[src/rtl/instr_mem_loader.sv]
// rtl/instr_mem_loader.sv - assembles a byte stream into instruction words and drives the IF memory write port.
// Loading stops after a HALT_WORD is written, or when the last memory address has been written.
module instr_mem_loader #(
  parameter int                 NB_DATA    = 32,
  parameter int                 NB_BYTE    = 8,
  parameter int                 MEM_DEPTH  = 256,
  parameter int                 NB_IADDR   = $clog2(MEM_DEPTH),
  parameter logic [NB_DATA-1:0] HALT_WORD  = {NB_DATA{1'b1}},
  parameter bit                 BIG_ENDIAN = 1'b1
) (
  input  logic                clk,
  input  logic                i_rst_n,
  input  logic                i_start,
  input  logic                i_byte_valid,
  input  logic [NB_BYTE-1:0]  i_byte,
  output logic                o_byte_ready,
  output logic                o_we_IF,
  output logic [NB_DATA-1:0]  o_instruction_data,
  output logic [NB_IADDR-1:0] o_instr_addr,
  output logic [NB_IADDR:0]   o_count,
  output logic                o_done,
  output logic                o_overflow
);

  localparam int                  NB_BEATS  = NB_DATA / NB_BYTE;
  localparam int                  NB_BCNT   = (NB_BEATS > 1) ? $clog2(NB_BEATS) : 1;
  localparam logic [NB_BCNT-1:0]  LAST_BEAT = NB_BCNT'(NB_BEATS - 1);
  localparam logic [NB_IADDR-1:0] LAST_ADDR = NB_IADDR'(MEM_DEPTH - 1);

  typedef enum logic [2:0] {
    S_IDLE,
    S_LOAD,
    S_WRITE,
    S_DONE,
    S_ERROR
  } state_t;

  state_t              state;
  state_t              state_next;
  logic [NB_BCNT-1:0]  beat_cnt;
  logic [NB_IADDR-1:0] ptr;
  logic [NB_DATA-1:0]  asm_q;
  logic [NB_DATA-1:0]  asm_next;
  logic                beat_acc;

  always_ff @(posedge clk or negedge i_rst_n) begin
    if (!i_rst_n) begin
      state <= S_IDLE;
    end else begin
      state <= state_next;
    end
  end

  // i_start restarts from any state and takes priority over a beat presented in the same cycle
  always_comb begin
    state_next   = state;
    o_byte_ready = 1'b0;
    o_we_IF      = 1'b0;
    o_done       = 1'b0;
    o_overflow   = 1'b0;
    beat_acc     = 1'b0;
    case (state)
      S_IDLE: begin
        if (i_start) state_next = S_LOAD;
      end
      S_LOAD: begin
        o_byte_ready = 1'b1;
        if (i_start) begin
          state_next = S_LOAD;
        end else if (i_byte_valid) begin
          beat_acc = 1'b1;
          if (beat_cnt == LAST_BEAT) state_next = S_WRITE;
        end
      end
      S_WRITE: begin
        o_we_IF = 1'b1;
        if (i_start)                               state_next = S_LOAD;
        else if (o_instruction_data == HALT_WORD)  state_next = S_DONE;
        else if (ptr == LAST_ADDR)                 state_next = S_ERROR;
        else                                       state_next = S_LOAD;
      end
      S_DONE: begin
        o_done = 1'b1;
        if (i_start) state_next = S_LOAD;
      end
      S_ERROR: begin
        o_overflow = 1'b1;
        if (i_start) state_next = S_LOAD;
      end
      default: state_next = S_IDLE;
    endcase
  end

  // asm_q is cleared between words, so little-endian lanes can simply be OR-ed in
  always_comb begin
    if (BIG_ENDIAN) begin
      asm_next = (asm_q << NB_BYTE) | NB_DATA'(i_byte);
    end else begin
      asm_next = asm_q | (NB_DATA'(i_byte) << (NB_BYTE * int'(beat_cnt)));
    end
  end

  always_ff @(posedge clk or negedge i_rst_n) begin
    if (!i_rst_n) begin
      beat_cnt           <= '0;
      ptr                <= '0;
      asm_q              <= '0;
      o_instruction_data <= '0;
      o_instr_addr       <= '0;
      o_count            <= '0;
    end else if (i_start) begin
      beat_cnt <= '0;
      ptr      <= '0;
      asm_q    <= '0;
      o_count  <= '0;
    end else begin
      if (beat_acc) begin
        if (beat_cnt == LAST_BEAT) begin
          beat_cnt           <= '0;
          asm_q              <= '0;
          o_instruction_data <= asm_next;
          o_instr_addr       <= ptr;
        end else begin
          beat_cnt <= beat_cnt + 1'b1;
          asm_q    <= asm_next;
        end
      end
      if (state == S_WRITE) begin
        o_count <= o_count + 1'b1;
        if (state_next == S_LOAD) ptr <= ptr + 1'b1;
      end
    end
  end

endmodule

[config.mk]
export PLATFORM = sky130hd
export DESIGN_NAME = instr_mem_loader
export DESIGN_NICKNAME = d
export VERILOG_FILES = /design/src/rtl/instr_mem_loader.sv
export SDC_FILE = /design/constraint.sdc
export NUM_CORES = 1
export LEC_CHECK = 0
export CAP_MARGIN = 20
export CELL_PAD_IN_SITES_DETAIL_PLACEMENT = 1
export CELL_PAD_IN_SITES_GLOBAL_PLACEMENT = 1
export CORE_ASPECT_RATIO = 1.2
export CORE_MARGIN = 5
export CORE_UTILIZATION = 38
export CTS_CLUSTER_SIZE = 10
export DETAILED_ROUTE_END_ITERATION = 12
export MAX_ROUTING_LAYER = met4
export PLACE_DENSITY_LB_ADDON = 0.1
export SYNTH_ARGS = -nofsm -noshare
export SYNTH_HDL_FRONTEND = slang
export SYNTH_SLANG_ARGS = --single-unit
[constraint.sdc]
create_clock -name clk -period 1.7 [get_ports clk]
set_input_delay 0.255 -clock clk [delete_from_list [all_inputs] [get_ports clk]]
set_output_delay 0.255 -clock clk [all_outputs]
set_load 0.03 [all_outputs]
Yosys cells after proc, flatten, opt, wreduce, memory -nomap -nowiden --
Cells that the tools add are included.
Storage, ports and cells: flip-flop bits (word level) 86, bits of input ports 12, output and inout bits 53, logic and storage cells 53
Cells by class: add/subtract/negate cells 3, equal/unequal tests 8, muxes and demuxes 26, bitwise operators 2, reduce and logical (&&, ||, !) cells 7
Operator list (number):
- 2-to-1 mux 24 bit | 3
- equality test 32 bit (second input constant) | 1
- OR 32 x 8 -> 32 bit | 1
- 2-to-1 mux 8 bit | 3
- 2-to-1 mux 3 bit | 7
- 2-to-1 mux 9 bit | 2
- adder 9 x 1 -> 9 bit (second input constant) | 1
- case mux 3 bit (3 select lines) | 1
- adder 8 x 1 -> 8 bit (second input constant) | 1
- equality test 8 bit (second input constant) | 1
- 2-to-1 mux 1 bit | 7
- equality test 3 x 1 -> 1 bit (second input constant) | 2
- equality test 3 x 2 -> 1 bit (second input constant) | 2
- 2-to-1 mux 2 bit | 3
- nonzero test 2 bit | 3
- equality test 3 bit (second input constant) | 1
- zero test 3 bit | 1
- AND reduction 3 bit | 1
- OR reduction 3 bit | 1
- adder 2 x 1 -> 2 bit (second input constant) | 1
- equality test 2 bit (second input constant) | 1
- AND reduction 2 bit | 1
- inverter 1 bit | 1

Depth between registers and ports, before layout --
Gate-level depths: netlist of the first run.
depth after elaboration 9, gate-level depth with buffers 8, mapped depth without buffers 7

Worst setup path before layout of the first run --
OpenSTA, ideal clock, no wires.
path type reg-to-reg, from register o_instruction_data[25], to register ptr[4], library setup time 78 ps, arrival 1921 ps, required time 1622 ps, setup slack -299 ps, stages on the path, launching flop included 8, buffers on the path 1, clock period less this slack 1999 ps, path through dfrtp_1 -> nand4_2 -> nor4_4 -> a2111o_2 -> o211ai_4 -> buf_6 -> or3_1 -> a21oi_1
On the way: word-level cells in the longest chain between the ends 7
RTL lines:
- start: declaration | line 18 | output logic [NB_DATA-1:0] o_instruction_data,
- start signal: assignment | line 121 | o_instruction_data <= asm_next;
- equality test 32 bit | line 78 | else if (o_instruction_data == HALT_WORD) state_next = S_DONE;
- 2-to-1 mux 3 bit | line 78
- 2-to-1 mux 3 bit | line 77 | if (i_start) state_next = S_LOAD;
- case mux 3 bit (3 select lines) | line 62 | case (state)
- equality test 3 x 1 -> 1 bit | line 130 | if (state_next == S_LOAD) ptr <= ptr + 1'b1;
- nonzero test 2 bit (no line)
- AND reduction 2 bit (no line)
- end signal: assignment | line 130
- end: declaration | line 41 | logic [NB_IADDR-1:0] ptr;
Every way passes these cells. A chain may end at the register's enable or synchronous reset.

Worst setup path in the final report of the first run --
from register o_instruction_data[18], to register ptr[5]
The elaborated chain is that of the path after synthesis.

==> results of run 1 <==
==> per-stage QoR <==
stage / cells / instance area (sq um) / utilization / TNS (ps)
3_3_place_gp: 509 / 4980 / 0.546 / -18210
5_1_grt: 558 / 5970 / 0.654 / -15190
3_5_place_dp: 509 / 4980 / 0.546 / -20050
4_1_cts: 551 / 5720 / 0.626 / -5370
6_report: 558 / 5970 / 0.654 / -8660
2_1_floorplan: 265 / 3630 / - / -2400
==> layer usage <==
metal	up-vias	wire, um	track usage
met5	-	0	-
met2	94	6710	0.383
met1	1555	5080	0.248
li1	1316	-	-
met4	0	363	0.100
met3	32	436	0.0319
==> timing repair <==
item / in CTS / in global routing
pin swaps: 13 / 26
gates cloned: 7 / 5
endpoints found under the hold margin: 16 / 0
setup endpoints to repair: 95 / 88
hold buffers: 1 / 0
buffers inserted: 18 / 8
gates resized for setup: 111 / 50
==> synthesized netlist by cell type (all sizes together), types with 3 or more instances <==
library cell	number	share of area
or3	5	0.0088
nand4	11	0.023
a22o	24	0.059
xor2	6	0.015
buf	8	0.013
inv	4	0.0042
nand2	13	0.014
dfrtp	86	0.60
ha	3	0.011
nand3	6	0.0084
o21ai	6	0.0084
nor2	13	0.014
clkbuf	4	0.0042
mux2	42	0.13
nor4	3	0.014
a21oi	10	0.014
==> how the worst max path moves through the flow <==
stage,to,slack (ps),depth (start not counted),start
2_1_floorplan,ptr[4],-200,7,o_instruction_data[14]
3_3_place_gp,ptr[7],-340,7,i_byte_valid
3_5_place_dp,ptr[7],-380,7,i_byte_valid
4_1_cts,ptr[6],-300,6,o_instruction_data[13]
5_1_grt,ptr[5],-420,7,o_instruction_data[18]
6_report,ptr[5],-380,7,o_instruction_data[18]
==> state kept, by name, indices dropped and copies added (netlist names) <==
signal	cells
asm_q	24
beat_cnt	2
o_count	9
o_instr_addr	8
o_instruction_data	32
ptr	8
state	3
==> worst register-to-register path, delay by kind of cell (launching register included) <==
kind / cells / cell delay [ps]
AO/OA/AOI/OAI: 3 / 500
flip-flops: 1 / 390
buffers and inverters: 1 / 140
AND/OR/NAND/NOR: 3 / 980
==> power by group through the flow <==
stage	combinational [mW]	sequential, mW	clock, mW
floorplan	0.115	2.33	0
global placement	0.551	2.22	0
detailed placement	0.557	2.23	0
CTS	0.584	2.19	1.36
global route	0.681	2.20	1.48
finish	0.639	2.19	1.35
==> final cells by class <==
cell class                 count  area share
inverter                       4     0.00252
clock buffer                  11      0.0237
sequential                    86       0.367
timing repair buffer         168       0.285
tap                          120      0.0252
multi-input combinational    164       0.290
clock inverter                 5     0.00608
==> cell usage in the layout (no fill, tap or decap), drive strengths merged <==
cell,count
buf,105
or3,5
nor2b,1
a2111o,1
and3,2
clkinv,2
dlygate4sd3,1
nor3,1
or2,1
a21o,1
dlygate4sd2,40
a22o,24
clkbuf,14
nand3,6
nor3b,1
clkdlybuf4s50,13
nand2,13
clkinvlp,3
a21oi,10
o311a,1
o2bb2ai,1
nand4,11
xnor2,1
a21boi,1
inv,4
o31ai,2
mux2,42
mux2i,2
dlymetal6s2s,6
dfrtp,86
nor2,13
nor4bb,1
o21ai,6
o211ai,2
ha,3
or4,2
xor2,6
nand2b,1
nor4,3
==> cell families after synthesis <==
group                      Yosys count  share of synthesized area
AOI/OAI and AO/OA                   48                      0.105
xor gates and xnor gates             7                     0.0172
adders and majority gates            3                     0.0105
buffers and inverters               16                     0.0214
DFF                                 86                      0.604
muxes                               44                      0.138
and+or+nand+nor                     61                      0.104
==> qor.yml, run 1 <==
status: "finished, violations left"
violations: "setup timing"
synthesis.area_sq_um: 3560
regToRegEndpoint: "ptr[5]"
grt_pass1_vias: 3352
multi_input_area_sq_um: 1730
ys_async_sr_fraction: 1.00
wl_per_cell_um: 22.6
fin_ws_ps: -380
drcViolationCount: 0
cpPeakStageDelay_ps: 430
yosysSeqAreaShare: 0.604
cts-htree-levels: 3
clock-skew-final_ps: 11.0
hold_path.class: "in -> async"
cts-buffers-inserted: 9
cp-end-kind: "flip-flop"
power.share.combinational: 0.153
synth_nets: 280
drt_pass1_iterations: 4
seqPwrFrac: 0.524
port-buffer-count: 64
reg2reg_depth: 7
via_per_inst: 5.37
grt_pass1_wl_um: 18500
die_y_um: 116
internal_power_mw: 3.02
drtAntennaViolNets: 0
io_pins: 65
crit_path_top_delay_cell: "nor4_4"
report.final.slew_viol_count: 0
critPathBufInv: 1
hpwlAfterDp_um: 6560
syn_inst: 265
clk-insertion-delay-late_ps: 370
path_cells: "nand4_1, nor4_4, a2111o_2, o211ai_4, buf_6, or3_1, a21oi_2"
max_cap_viol_count: 0
crit_type: "reg -> reg"
yosysUniqueCellTypes: 39
yosysWarnings: 0
drive_gt1_frac: 0.539
initial_core_util: 0.390
worst_slew_pin_slew_ps: 356
critical-path-top-delay-family: "simple AND/OR/NAND/NOR gates"
p_leak_nw: 3.04
fillers: 907
power_frac_clock: 0.323
syn_area_per_cell_sq_um: 13.4
hold-worst-slack_ps: 303
arrival_ps: 2380
setup_viol: 61
power_density_nw_per_um2: 701
start_kind: "flip-flop"
drt_iter0_markers: 92
cts_buffer_depth: 2
fin_nets: 448
cts-root-buf: "clkbuf_8"
worstReg2RegStart: "o_instruction_data[18]"
antennaDiodeCount: 0
dieWidth_um: 98.4
rows: 38
vias: 2997
rsz0062_at_grt: "true"
dieArea_sq_um: 11400
grtUsageTotal: 0.219
period_minus_slack_ps: 2080
p_sw_frac: 0.279
synth_ff_type: "dfrtp_1"
synth_edf_count: 0
cp_max_fo: 4
register_area_sq_um: 2190
final.period_utilization: 1.22
pre_cts_slack_ps: -384
required_ps: 2000
place_congestion: 0.759
max_clock_freq_mhz: 481
syn_to_final_growth_pct: 67.6
clock_sinks: 86
total_power_mw: 4.19
rrSetupSlack_ps: -380
antenna_found_initial: 0
core_sq_um: 9130
clkTransAtPathRegs_ps: 90
hold_violations: 0
slew_headroom: 0.762
overflow: 0
cts_tree: "done"
vdd_drop_max_uv: 639
switchingPower_mw: 1.17
grt_max_degree: 38
wl_um: 12600
synth_seq_cells: 86
Note: power is estimated with default switching activity, not from simulation.
==> inputs of run 2 (changes only) <==
--- a/config.mk
+++ b/config.mk
@@ -7,10 +7,10 @@
 export LEC_CHECK = 0
 export CAP_MARGIN = 20
 export CELL_PAD_IN_SITES_DETAIL_PLACEMENT = 1
-export CELL_PAD_IN_SITES_GLOBAL_PLACEMENT = 1
+export CELL_PAD_IN_SITES_GLOBAL_PLACEMENT = 2
 export CORE_ASPECT_RATIO = 1.2
 export CORE_MARGIN = 5
-export CORE_UTILIZATION = 38
+export CORE_UTILIZATION = 32
 export CTS_CLUSTER_SIZE = 10
 export DETAILED_ROUTE_END_ITERATION = 12
 export MAX_ROUTING_LAYER = met4
==> qor.yml, run 2 (synthesized netlist as in run 1, its figures left out) <==
io_pins: 65
period_minus_slack_ps: 2000
power_density_nw_per_um2: 831
vdd_drop_max_uv: 630
cts-root-buf: "clkbuf_16"
fin_nets: 441
worst_slew_pin_slew_ps: 476
critical-path-top-delay-family: "simple AND/OR/NAND/NOR gates"
critPathBufInv: 2
path_cells: "nand4_1, nor4_4, buf_4, a21boi_4, o211ai_4, buf_6, mux2i_1, nor2_1"
cp-end-kind: "flip-flop"
overflow: 0
p_sw_frac: 0.233
hold_path.class: "in -> async"
crit_path_top_delay_cell: "nor4_4"
p_leak_nw: 2.97
place_congestion: 0.728
cpPeakStageDelay_ps: 400
crit_type: "reg -> reg"
dieArea_sq_um: 13400
antenna_found_initial: 0
rows: 42
die_y_um: 126
setup_viol: 52
arrival_ps: 2220
mostFrequentLayoutCell: "buf_4"
internal_power_mw: 3.80
drcViolationCount: 0
cp_max_fo: 5
clk-insertion-delay-late_ps: 340
antennaDiodeCount: 0
post-place-cells: 519
core_sq_um: 11000
layout.cells.non_filler: 563
initial_core_util: 0.324
hpwlAfterDp_um: 6310
place_area_sq_um: 5000
drtAntennaViolNets: 0
via_per_inst: 5.00
rsz0062_at_grt: "true"
grt_pass1_vias: 3147
cts-buffers-inserted: 9
drive_gt1_frac: 0.503
max_clock_freq_mhz: 500
largest_register_ffs: 32
port-buffer-count: 64
violations: "setup timing"
cts-htree-levels: 3
drt_pass1_iterations: 4
reg_top3: "o_instruction_data x32, asm_q x24, o_count x9"
cts_tree: "done"
required_ps: 1920
final.period_utilization: 1.18
dieWidth_um: 106
max_cap_viol_count: 0
fin_ws_ps: -299
switchingPower_mw: 1.15
wl_um: 10500
wl_per_cell_um: 18.6
final_cell_mix: "buf_4 (69), dfrtp_1 (55), mux2_4 (41)"
grt_max_degree: 87
hold-worst-slack_ps: 495
slew_headroom: 0.683
reg2reg_depth: 8
power.share.combinational: 0.118
clkTransAtPathRegs_ps: 60
regMostFlops: "o_instruction_data"
syn_to_final_growth_pct: 67.1
design_area_sq_um: 5950
cp.depth: 8
clock-skew-final_ps: 7.19
hold_violations: 0
vias: 2814
start_kind: "flip-flop"
report.final.slew_viol_count: 0
cts_buffer_depth: 2
drt_iter0_markers: 76
seqPwrFrac: 0.443
status: "finished, violations left"
setup_tns_ps: -5100
grtUsageTotal: 0.166
power_frac_clock: 0.439
grt_pass1_wl_um: 16700
clock_sinks: 86
## run 2: changes by cell type in the layout (fill, tap and decap cells not counted), moves of 3 or more
cell             delta
clkbuf_8            -8
clkdlybuf4s50_1     +7
clkbuf_16           +6
a21oi_1             +5
dlygate4sd2_1       -5
a21oi_2             -4
buf_8               -4
clkinvlp_4          -3
nand2_2             +3
or3_1               +3
or3_4               -3
## run 2: metal layers
metal,vias to the layer above,share of wire,track usage
met5,-,0,-
met4,0,0.016,0.0595
met3,11,0.034,0.0356
met2,61,0.53,0.280
met1,1441,0.42,0.196
li1,1301,-,-
## run 2: path summary, 6_finish.rpt
path | start | endpoint | slack [ps]
max reg2reg | o_instruction_data[14] | ptr[1] | -300
min | i_rst_n | ptr[5] | 490
max in group asynchronous | i_rst_n | o_instruction_data[5] | 800
min in group clk | asm_q[21] | asm_q[21] | 510
max | o_instruction_data[14] | ptr[1] | -300
min reg2reg | asm_q[21] | asm_q[21] | 510
## run 2: area by class of cell
type | instances | area [sq um]
inverter | 4 | 17.5
clock inverter | 4 | 77.6
clock buffer | 12 | 256
tap | 132 | 165
timing repair buffer | 161 | 1610
multi-input combinational | 164 | 1640
sequential | 86 | 2190
fill | 1117 | 5030
## run 2: worst register-to-register path: stages (launching register included)
cell and delay (ps):
dfrtp_2 360, nand4_1 190, nor4_4 400, buf_4 200, a21boi_4 70, o211ai_4 280
buf_6 140, mux2i_1 170, nor2_1 60
## run 2: power groups by stage
stage	clock [mW]	sequential (mW)	combinational [mW]
after floorplan	0	2.33	0.115
after global placement	0	2.23	0.554
after detailed placement	0	2.23	0.559
after CTS	2.23	2.19	0.582
after global routing	2.32	2.20	0.626
final	2.17	2.19	0.583
## run 2: what timing repair did
item / CTS / global route
resized for setup: 100 / 29
endpoints found under the hold margin: 86 / 0
setup buffers: 16 / 9
cloned: 7 / 0
endpoints found under the setup margin: 88 / 63
pin swaps: 9 / 13
hold buffers: 1 / 0
## run 2: stage by stage
| stage | worst slack (ps) | util | total power [mW] |
|---|---|---|---|
| after global placement | -351 | 0.455 | 2.78 |
| final | -299 | 0.542 | 4.95 |
| after global routing | -368 | 0.542 | 5.15 |
| after CTS | -345 | 0.531 | 5.01 |
| after detailed placement | -407 | 0.455 | 2.79 |
| after floorplan | -198 | - | 2.44 |
